[src/rtl/alu_seq_ctrl.sv]
// ============================================================================
// Module   : alu_seq_ctrl
// Brief    : Command FIFO feeding an external combinational ALU; one result at
//            a time is presented on a valid/ready response port.
// Revision : 1.0
// ============================================================================
`default_nettype none

module alu_seq_ctrl #(
    parameter int DEPTH = 4
) (
    input  logic                     clk_i,
    input  logic                     rst_n_i,
    input  logic                     cmd_valid_i,
    output logic                     cmd_ready_o,
    input  logic [2:0]               cmd_op_i,
    input  logic [7:0]               cmd_a_i,
    input  logic [7:0]               cmd_b_i,
    output logic [7:0]               alu_a_o,
    output logic [7:0]               alu_b_o,
    output logic [2:0]               alu_op_o,
    input  logic [7:0]               alu_res_i,
    output logic                     rsp_valid_o,
    input  logic                     rsp_ready_i,
    output logic [7:0]               rsp_data_o,
    output logic                     rsp_zero_o,
    output logic [$clog2(DEPTH):0]   fifo_cnt_o
);

    localparam int                 c_PTR_W  = $clog2(DEPTH);
    localparam logic [c_PTR_W:0]   c_FULL   = DEPTH[c_PTR_W:0];
    localparam logic [2:0]         c_OP_EQ  = 3'b111;

    typedef enum logic [1:0] {
        S_IDLE  = 2'd0,
        S_DRIVE = 2'd1,
        S_RESP  = 2'd2
    } state_t;

    state_t               r_state;
    state_t               w_state_nxt;

    logic [18:0]          r_mem [DEPTH];
    logic [c_PTR_W-1:0]   r_wptr;
    logic [c_PTR_W-1:0]   r_rptr;
    logic [c_PTR_W:0]     r_cnt;

    logic [7:0]           r_alu_a;
    logic [7:0]           r_alu_b;
    logic [2:0]           r_alu_op;
    logic                 r_rsp_valid;
    logic [7:0]           r_rsp_data;

    logic                 w_not_full;
    logic                 w_push;
    logic                 w_pop;
    logic                 w_capture;
    logic                 w_rsp_clear;
    logic [18:0]          w_head;
    logic [7:0]           w_result;

    // Readiness comes from the registered count only, so a pop on the same
    // edge never frees a slot for a push.
    assign w_not_full = (r_cnt < c_FULL);
    assign w_push     = cmd_valid_i & w_not_full;
    assign w_head     = r_mem[r_rptr];

    // Equality is resolved locally; the ALU result is ignored for that op.
    assign w_result   = (r_alu_op == c_OP_EQ) ? {7'd0, (r_alu_a == r_alu_b)}
                                              : alu_res_i;

    always_comb begin
        w_state_nxt = r_state;
        w_pop       = 1'b0;
        w_capture   = 1'b0;
        w_rsp_clear = 1'b0;
        case (r_state)
            S_IDLE: begin
                if (r_cnt != '0) begin
                    w_pop       = 1'b1;
                    w_state_nxt = S_DRIVE;
                end
            end
            S_DRIVE: begin
                w_capture   = 1'b1;
                w_state_nxt = S_RESP;
            end
            S_RESP: begin
                if (r_rsp_valid && rsp_ready_i) begin
                    w_rsp_clear = 1'b1;
                    if (r_cnt != '0) begin
                        w_pop       = 1'b1;
                        w_state_nxt = S_DRIVE;
                    end else begin
                        w_state_nxt = S_IDLE;
                    end
                end
            end
            default: w_state_nxt = S_IDLE;
        endcase
    end

    always_ff @(posedge clk_i or negedge rst_n_i) begin
        if (!rst_n_i) begin
            r_state <= S_IDLE;
        end else begin
            r_state <= w_state_nxt;
        end
    end

    always_ff @(posedge clk_i) begin
        if (w_push) begin
            r_mem[r_wptr] <= {cmd_op_i, cmd_a_i, cmd_b_i};
        end
    end

    always_ff @(posedge clk_i or negedge rst_n_i) begin
        if (!rst_n_i) begin
            r_wptr <= '0;
            r_rptr <= '0;
            r_cnt  <= '0;
        end else begin
            if (w_push) begin
                r_wptr <= r_wptr + 1'b1;
            end
            if (w_pop) begin
                r_rptr <= r_rptr + 1'b1;
            end
            case ({w_push, w_pop})
                2'b10:   r_cnt <= r_cnt + 1'b1;
                2'b01:   r_cnt <= r_cnt - 1'b1;
                default: r_cnt <= r_cnt;
            endcase
        end
    end

    always_ff @(posedge clk_i or negedge rst_n_i) begin
        if (!rst_n_i) begin
            r_alu_op    <= 3'b000;
            r_alu_a     <= 8'h00;
            r_alu_b     <= 8'h00;
            r_rsp_valid <= 1'b0;
            r_rsp_data  <= 8'h00;
        end else begin
            if (w_pop) begin
                {r_alu_op, r_alu_a, r_alu_b} <= w_head;
            end
            if (w_capture) begin
                r_rsp_valid <= 1'b1;
                r_rsp_data  <= w_result;
            end else if (w_rsp_clear) begin
                r_rsp_valid <= 1'b0;
            end
        end
    end

    assign cmd_ready_o = w_not_full;
    assign alu_a_o     = r_alu_a;
    assign alu_b_o     = r_alu_b;
    assign alu_op_o    = r_alu_op;
    assign rsp_valid_o = r_rsp_valid;
    assign rsp_data_o  = r_rsp_data;
    assign rsp_zero_o  = (r_rsp_data == 8'h00);
    assign fifo_cnt_o  = r_cnt;

endmodule

`default_nettype wire

[config.mk]
export PLATFORM = sky130hd
export DESIGN_NAME = alu_seq_ctrl
export DESIGN_NICKNAME = d
export VERILOG_FILES = /design/src/rtl/alu_seq_ctrl.sv
export SDC_FILE = /design/constraint.sdc
export NUM_CORES = 1
export LEC_CHECK = 0
export ABC_AREA = 1
export CAP_MARGIN = 10
export CORE_MARGIN = 8
export CORE_UTILIZATION = 50
export CTS_CLUSTER_SIZE = 40
export DETAILED_ROUTE_END_ITERATION = 10
export PLACE_DENSITY = 0.74
export SYNTH_ARGS = -nofsm -noshare
export SYNTH_HDL_FRONTEND = slang
export SYNTH_SLANG_ARGS = --single-unit
export TNS_END_PERCENT = 50
[constraint.sdc]
create_clock -name clk_i -period 2.3 [get_ports clk_i]
set_input_delay 0.345 -clock clk_i [delete_from_list [all_inputs] [get_ports clk_i]]
set_output_delay 0.345 -clock clk_i [all_outputs]
set_load 0.02 [all_outputs]
== Word level (Yosys, flattened, before mapping) ==
Memories as Yosys holds them, arrays and structs flattened. A register that Yosys moved wholly into a read port is not among the register bits.
Index checks and enable logic that the tools add are counted.

* Reduce and logical (&&, ||, !) cells: 8
* Order comparisons: 1
* Bitwise operators: 1
* Multiplexer cells: 16
* Add/sub/neg operators: 4
* Eq/ne operators: 8

{| class="wikitable"
|+ Operators by type and width
! operator !! number
|-
| $mux 1 || 10
|-
| $eq 8x8->1 || 1
|-
| $logic_not 8->1 || 1
|-
| $mux 8 || 1
|-
| $pmux 2 s3 || 1
|-
| $pmux 3 s2 || 1
|-
| $add 2x1->2 const B || 2
|-
| $eq 2x1->1 const B || 2
|-
| $eq 2x2->1 const B || 2
|-
| $mux 2 || 2
|-
| $ne 2x2->1 const B || 2
|-
| $reduce_bool 2->1 || 2
|-
| $add 3x1->3 const B || 1
|-
| $eq 3x3->1 const B || 1
|-
| $lt 3x3->1 const B || 1
|-
| $reduce_bool 3->1 || 1
|-
| $sub 3x1->3 const B || 1
|-
| $logic_not 2->1 || 1
|-
| $pmux 1 s2 || 1
|-
| $reduce_and 2->1 || 1
|-
| $and 1x1->1 || 1
|-
| $logic_and 1x1->1 || 1
|-
| $logic_not 1->1 || 1
|}

* Register bits after elaboration: 18
* Memories: 1
* Memory bits (writable): 76
* Logic and storage cells: 45
* Input port bits: 31

{| class="wikitable"
|+ Memory list
! memory !! depth !! width !! rd ports !! clocked after memory_dff !! write ports !! RTL line !! source
|-
| r_mem || 4 || 19 || 1 || 1 || 1 || 43 || <nowiki>logic [18:0] r_mem [DEPTH];</nowiki>
|}

== Logic depth before layout (Yosys ltp) ==
* Word-level depth: 6
* Mapped depth: 11

== Worst setup path after synthesis ==
No wires, ideal clock.

* Path type: reg2reg
* Start point: register r_cnt[2] (netlist: fifo_cnt_o[2])
* End point: memory r_mem[0][0] (enable)
* Stages on the path, launching flop included: 4
* Setup slack: 0.169 ns
* Required time: 1.905 ns
* Setup time: 0.395 ns
* Arrival: 1.737 ns
* Path buffers: 0
* Path through: dfrtp_1 -> inv_1 -> nand2_1 -> nor2_1

* Longest elaborated chain between the ends: 4

{| class="wikitable"
|+ RTL lines
! item !! RTL line !! source
|-
| start, declared || 46 || <nowiki>logic [c_PTR_W:0] r_cnt;</nowiki>
|-
| start signal, assigned || 130 || <nowiki>2'b10: r_cnt <= r_cnt + 1'b1;</nowiki>
|-
| start signal, assigned || 131 || <nowiki>2'b01: r_cnt <= r_cnt - 1'b1;</nowiki>
|-
| start signal, assigned || 132 || <nowiki>default: r_cnt <= r_cnt;</nowiki>
|-
| $lt 3x3->1 || 64 || <nowiki>assign w_not_full = (r_cnt < c_FULL);</nowiki>
|-
| net cmd_ready_o || 15 || <nowiki>output logic cmd_ready_o,</nowiki>
|-
| $and 1x1->1 || 65 || <nowiki>assign w_push = cmd_valid_i & w_not_full;</nowiki>
|-
| $mux 1 || 112 || <nowiki>if (w_push) begin</nowiki>
|-
| $mux 1 (implied by the code) || 113 || <nowiki>r_mem[r_wptr] <= {cmd_op_i, cmd_a_i, cmd_b_i};</nowiki>
|-
| end, declared || 43 ||
|}

The timed path passes the listed nets, and every way through them passes these cells.

== Worst setup path in the final report ==
* Start point: register r_cnt[2] (netlist: fifo_cnt_o[2])
* End point: output port cmd_ready_o

* Longest elaborated chain between the ends: 1

{| class="wikitable"
|+ RTL lines
! item !! RTL line
|-
| $lt 3x3->1 || 64
|-
| end, declared || 15
|}

Every way passes these cells.

==> impl_results.md <==
- Outcome: complete, no violations
- CTS tree: done
- EDFF count, synth: 76
- Die X-Extent: ~110 um
- Placed cell areas: between 5000 and 6000 sq um
- Ports: between 60 and 70
- Fmax: about 510 MHz
- CTS buffer count: 17
- RSZ-0062 raised after global routing: false
- CTS root buf: clkbuf_8
- Vias in the first global route: about 3200
- Buffers on Ports: 63
- Pwr Density: ~810 nW/um^2
- Row count: 35
- Antenna-violating nets left: 0
- Setup tns final: 0 ns
- Final Skew: 0.00797 ns
- Layout cells sized above 1: 0.112
- Nature of the critical path endpoint: primary output
- Slew Limit Fails: 0
- Final Setup Violations: 0
- Total number of vias: roughly 3100
- Commonest register cell after synthesis: edfxtp_1
- Synthesis warning total: 0
- Final Hold Fails: 0
- Global-route wire length before repair: roughly 15000 um
- Yosys top cell by area: edfxtp_1
- Worst vdd ir: about 0.00074 V
- Min Hold Slack: about 0.43 ns
- Clock Tree Buf Depth: 2
- Synthesized cell area: ~4700 sq um
- Min-Delay Path Class: in2reg
- Worst-path cell with the longest stage delay: clkdlybuf4s50_1
- Filler instances: slightly below 700
- Yosys cell types: 27
- CP Class: reg2out
- # diodes: 0
- Post-Syn Area per Cell: 11.5 sq um
- Max_cap viols: 0
- Post-synth ARST share: 0.327
- Worst slew pin tran: ~0.8 ns
- Hpwl dp: just under 6000 um
- Register area share after synthesis: 0.689
- Final WL: between 9000 and 10000 um
- Crit path max-delay family: buffers and inverters
- Worst-skew pair later-pin latency: roughly 0.5 ns
- Post-synthesis sequential element count: 113
- Gr usage total: 0.154
- Minimum clock period: 1.97 ns
- Chip height: between 100 and 150 um
- Req. time, crit path: roughly 2.0 ns
- Finished Core Util: 0.651
- Layout area overhead: 28.0%
- Via/cell ratio: between 5 and 6
- Synth top area share: 0.490
- Initial antenna violation count: 0
- Largest cells by area after synthesis: edfxtp_1 (49%), dfrtp_1 (20%), nor2_1 (5.5%), nand2_1 (4.8%), o21ai_0 (4.2%)
- Htree depth: 4
- Syn Nets: ~440
- Router iterations before antenna repair: 6
- Crit path largest cell delay: between 0.6 and 0.7 ns
- Fin crit share: 0.858
- Cell area after layout: 5960 sq um
- Clk sinks: ~110
- CP Cell Sequence: inv_1, clkdlybuf4s50_1
- Worst-path maximum fanout: 3
- Global route overflow: 0
- Core Footprint: between 9000 and 10000 sq um
- Syn Inst Count: between 400 and 500
- Initial DRC count: roughly 250
- Largest net degree at the start of global routing: 41
- Clock transition at path regs: around 0.050 ns
- WP buf/inv: 2
- Relative slew slack: 0.466
- Gp weighted congestion: between 0.7 and 0.8
- Worst path arrival time: ~1.6 ns
- DR WL/cell: roughly 15 um
- Initial core utilization: 0.509
- DRC viols: 0
- CP Launch Type: flop
- Full die area: around 13000 sq um
- Nets: 518
- LEAKAGE: between 2 and 2.5 nW
## repair_timing
| item | in CTS | in global routing |
|---|---|---|
| gates resized for setup | 0 | 1 |
| hold buffers | 1 | 0 |
| setup endpoints to repair | 0 | 1 |
| endpoints found under the hold margin | 37 | 0 |
| buffers inserted | 0 | 0 |
## cell usage in the layout (no fill, tap or decap), types with 8 or more instances in the layout
cell             Yosys  final
nand2_1             59     59
nor2_1              68     68
buf_4                3     10
inv_1               35     35
o21ai_1             30     30
edfxtp_1            76     76
o21ai_2             12     12
clkbuf_16            0     16
clkdlybuf4s50_1      0     61
dfrtp_1             37     37
o21ai_0             39     39
nand3_1              8      8
## per-stage QoR
step | cells | total power [mW] | worst slack [ns]
after global routing | 604 | 4.97 | 0.233
after detailed placement | 572 | 2.29 | 0.100
after global placement | 572 | 2.29 | 0.147
after floorplan | 405 | 2.22 | 0.169
final | 604 | 4.82 | 0.327
after CTS | 604 | 4.86 | 0.0524
## cell usage after synthesis, types with 2 or more instances
cell and count:
a21oi_1 5, buf_2 4, buf_4 3, buf_6 6, clkbuf_1 2, dfrtp_1 37
edfxtp_1 76, ha_1 5, inv_1 35, nand2_1 59, nand3_1 8, nor2_1 68
o21ai_0 39, o21ai_1 30, o21ai_2 12, xnor2_1 2, xor2_1 4
## worst reg2reg max path, delay by kind of cell, from the launching register on
family                   cells  cell delay, ns
adder cells (fa/ha/maj)      2            0.50
XOR/XNOR                     1            0.15
flip-flops                   1            0.41
buffers and inverters        2            0.12
AND/OR/NAND/NOR              3            0.29
AO/OA/AOI/OAI                2            0.25
## final timing paths
check	slack, ns	end	start	cells past startpoint
worst max-delay path	0.33	cmd_ready_o	fifo_cnt_o[2]$_DFFE_PN0P_	2
worst min-delay path	0.43	rsp_data_o[1]$_DFFE_PN0P_	alu_res_i[1]	3
worst max register to register	0.46	fifo_cnt_o[2]$_DFFE_PN0P_	fifo_cnt_o[0]$_DFFE_PN0P_	10
worst min register to register	0.51	alu_op_o[1]$_DFFE_PN0P_	alu_op_o[1]$_DFFE_PN0P_	2
max in group asynchronous	1.32	r_rptr[1]$_DFFE_PN0P_	rst_n_i	2
min in group asynchronous	0.47	fifo_cnt_o[2]$_DFFE_PN0P_	rst_n_i	2
## routing by layer
layer / track usage / share of wire / vias to the layer above
li1: - / - / 1512
met1: 0.181 / 0.43 / 1462
met2: 0.248 / 0.49 / 92
met3: 0.0553 / 0.071 / 8
met4: 0.0746 / 0.011 / 0
met5: 0 / 0 / -
## cell families after synthesis
group | Yosys count | share of synthesized area
simple gates | 140 | 0.118
buf+inv | 53 | 0.0585
xor+xnor | 7 | 0.0148
flops | 113 | 0.689
compound gates | 86 | 0.102
fa+ha+maj | 6 | 0.0177
## where the power goes
part	switching, mW	internal [mW]	leakage, nW
logic	0.0315	0.0454	1.01
registers	0	2.18	1.07
clock network	0.835	1.74	0.281
## cell type report
type / instances / area (sq um) / area share
sequential: 113 / 3210 / 0.538
inverter: 36 / 135 / 0.0227
tap: 111 / 139 / 0.0233
timing repair buffer: 74 / 713 / 0.120
multi-input combinational: 239 / 1180 / 0.198
clock inverter: 12 / 166 / 0.0279
clock buffer: 19 / 422 / 0.0707
## registers in the layout, indices dropped and copies added (netlist names)
signal	count
alu_b_o	8
alu_a_o	8
r_mem	76
rsp_valid_o	1
fifo_cnt_o	3
rsp_data_o	8
alu_op_o	3
r_wptr	2
r_rptr	2
r_state	2
Note: power is estimated with default switching activity, not from simulation.
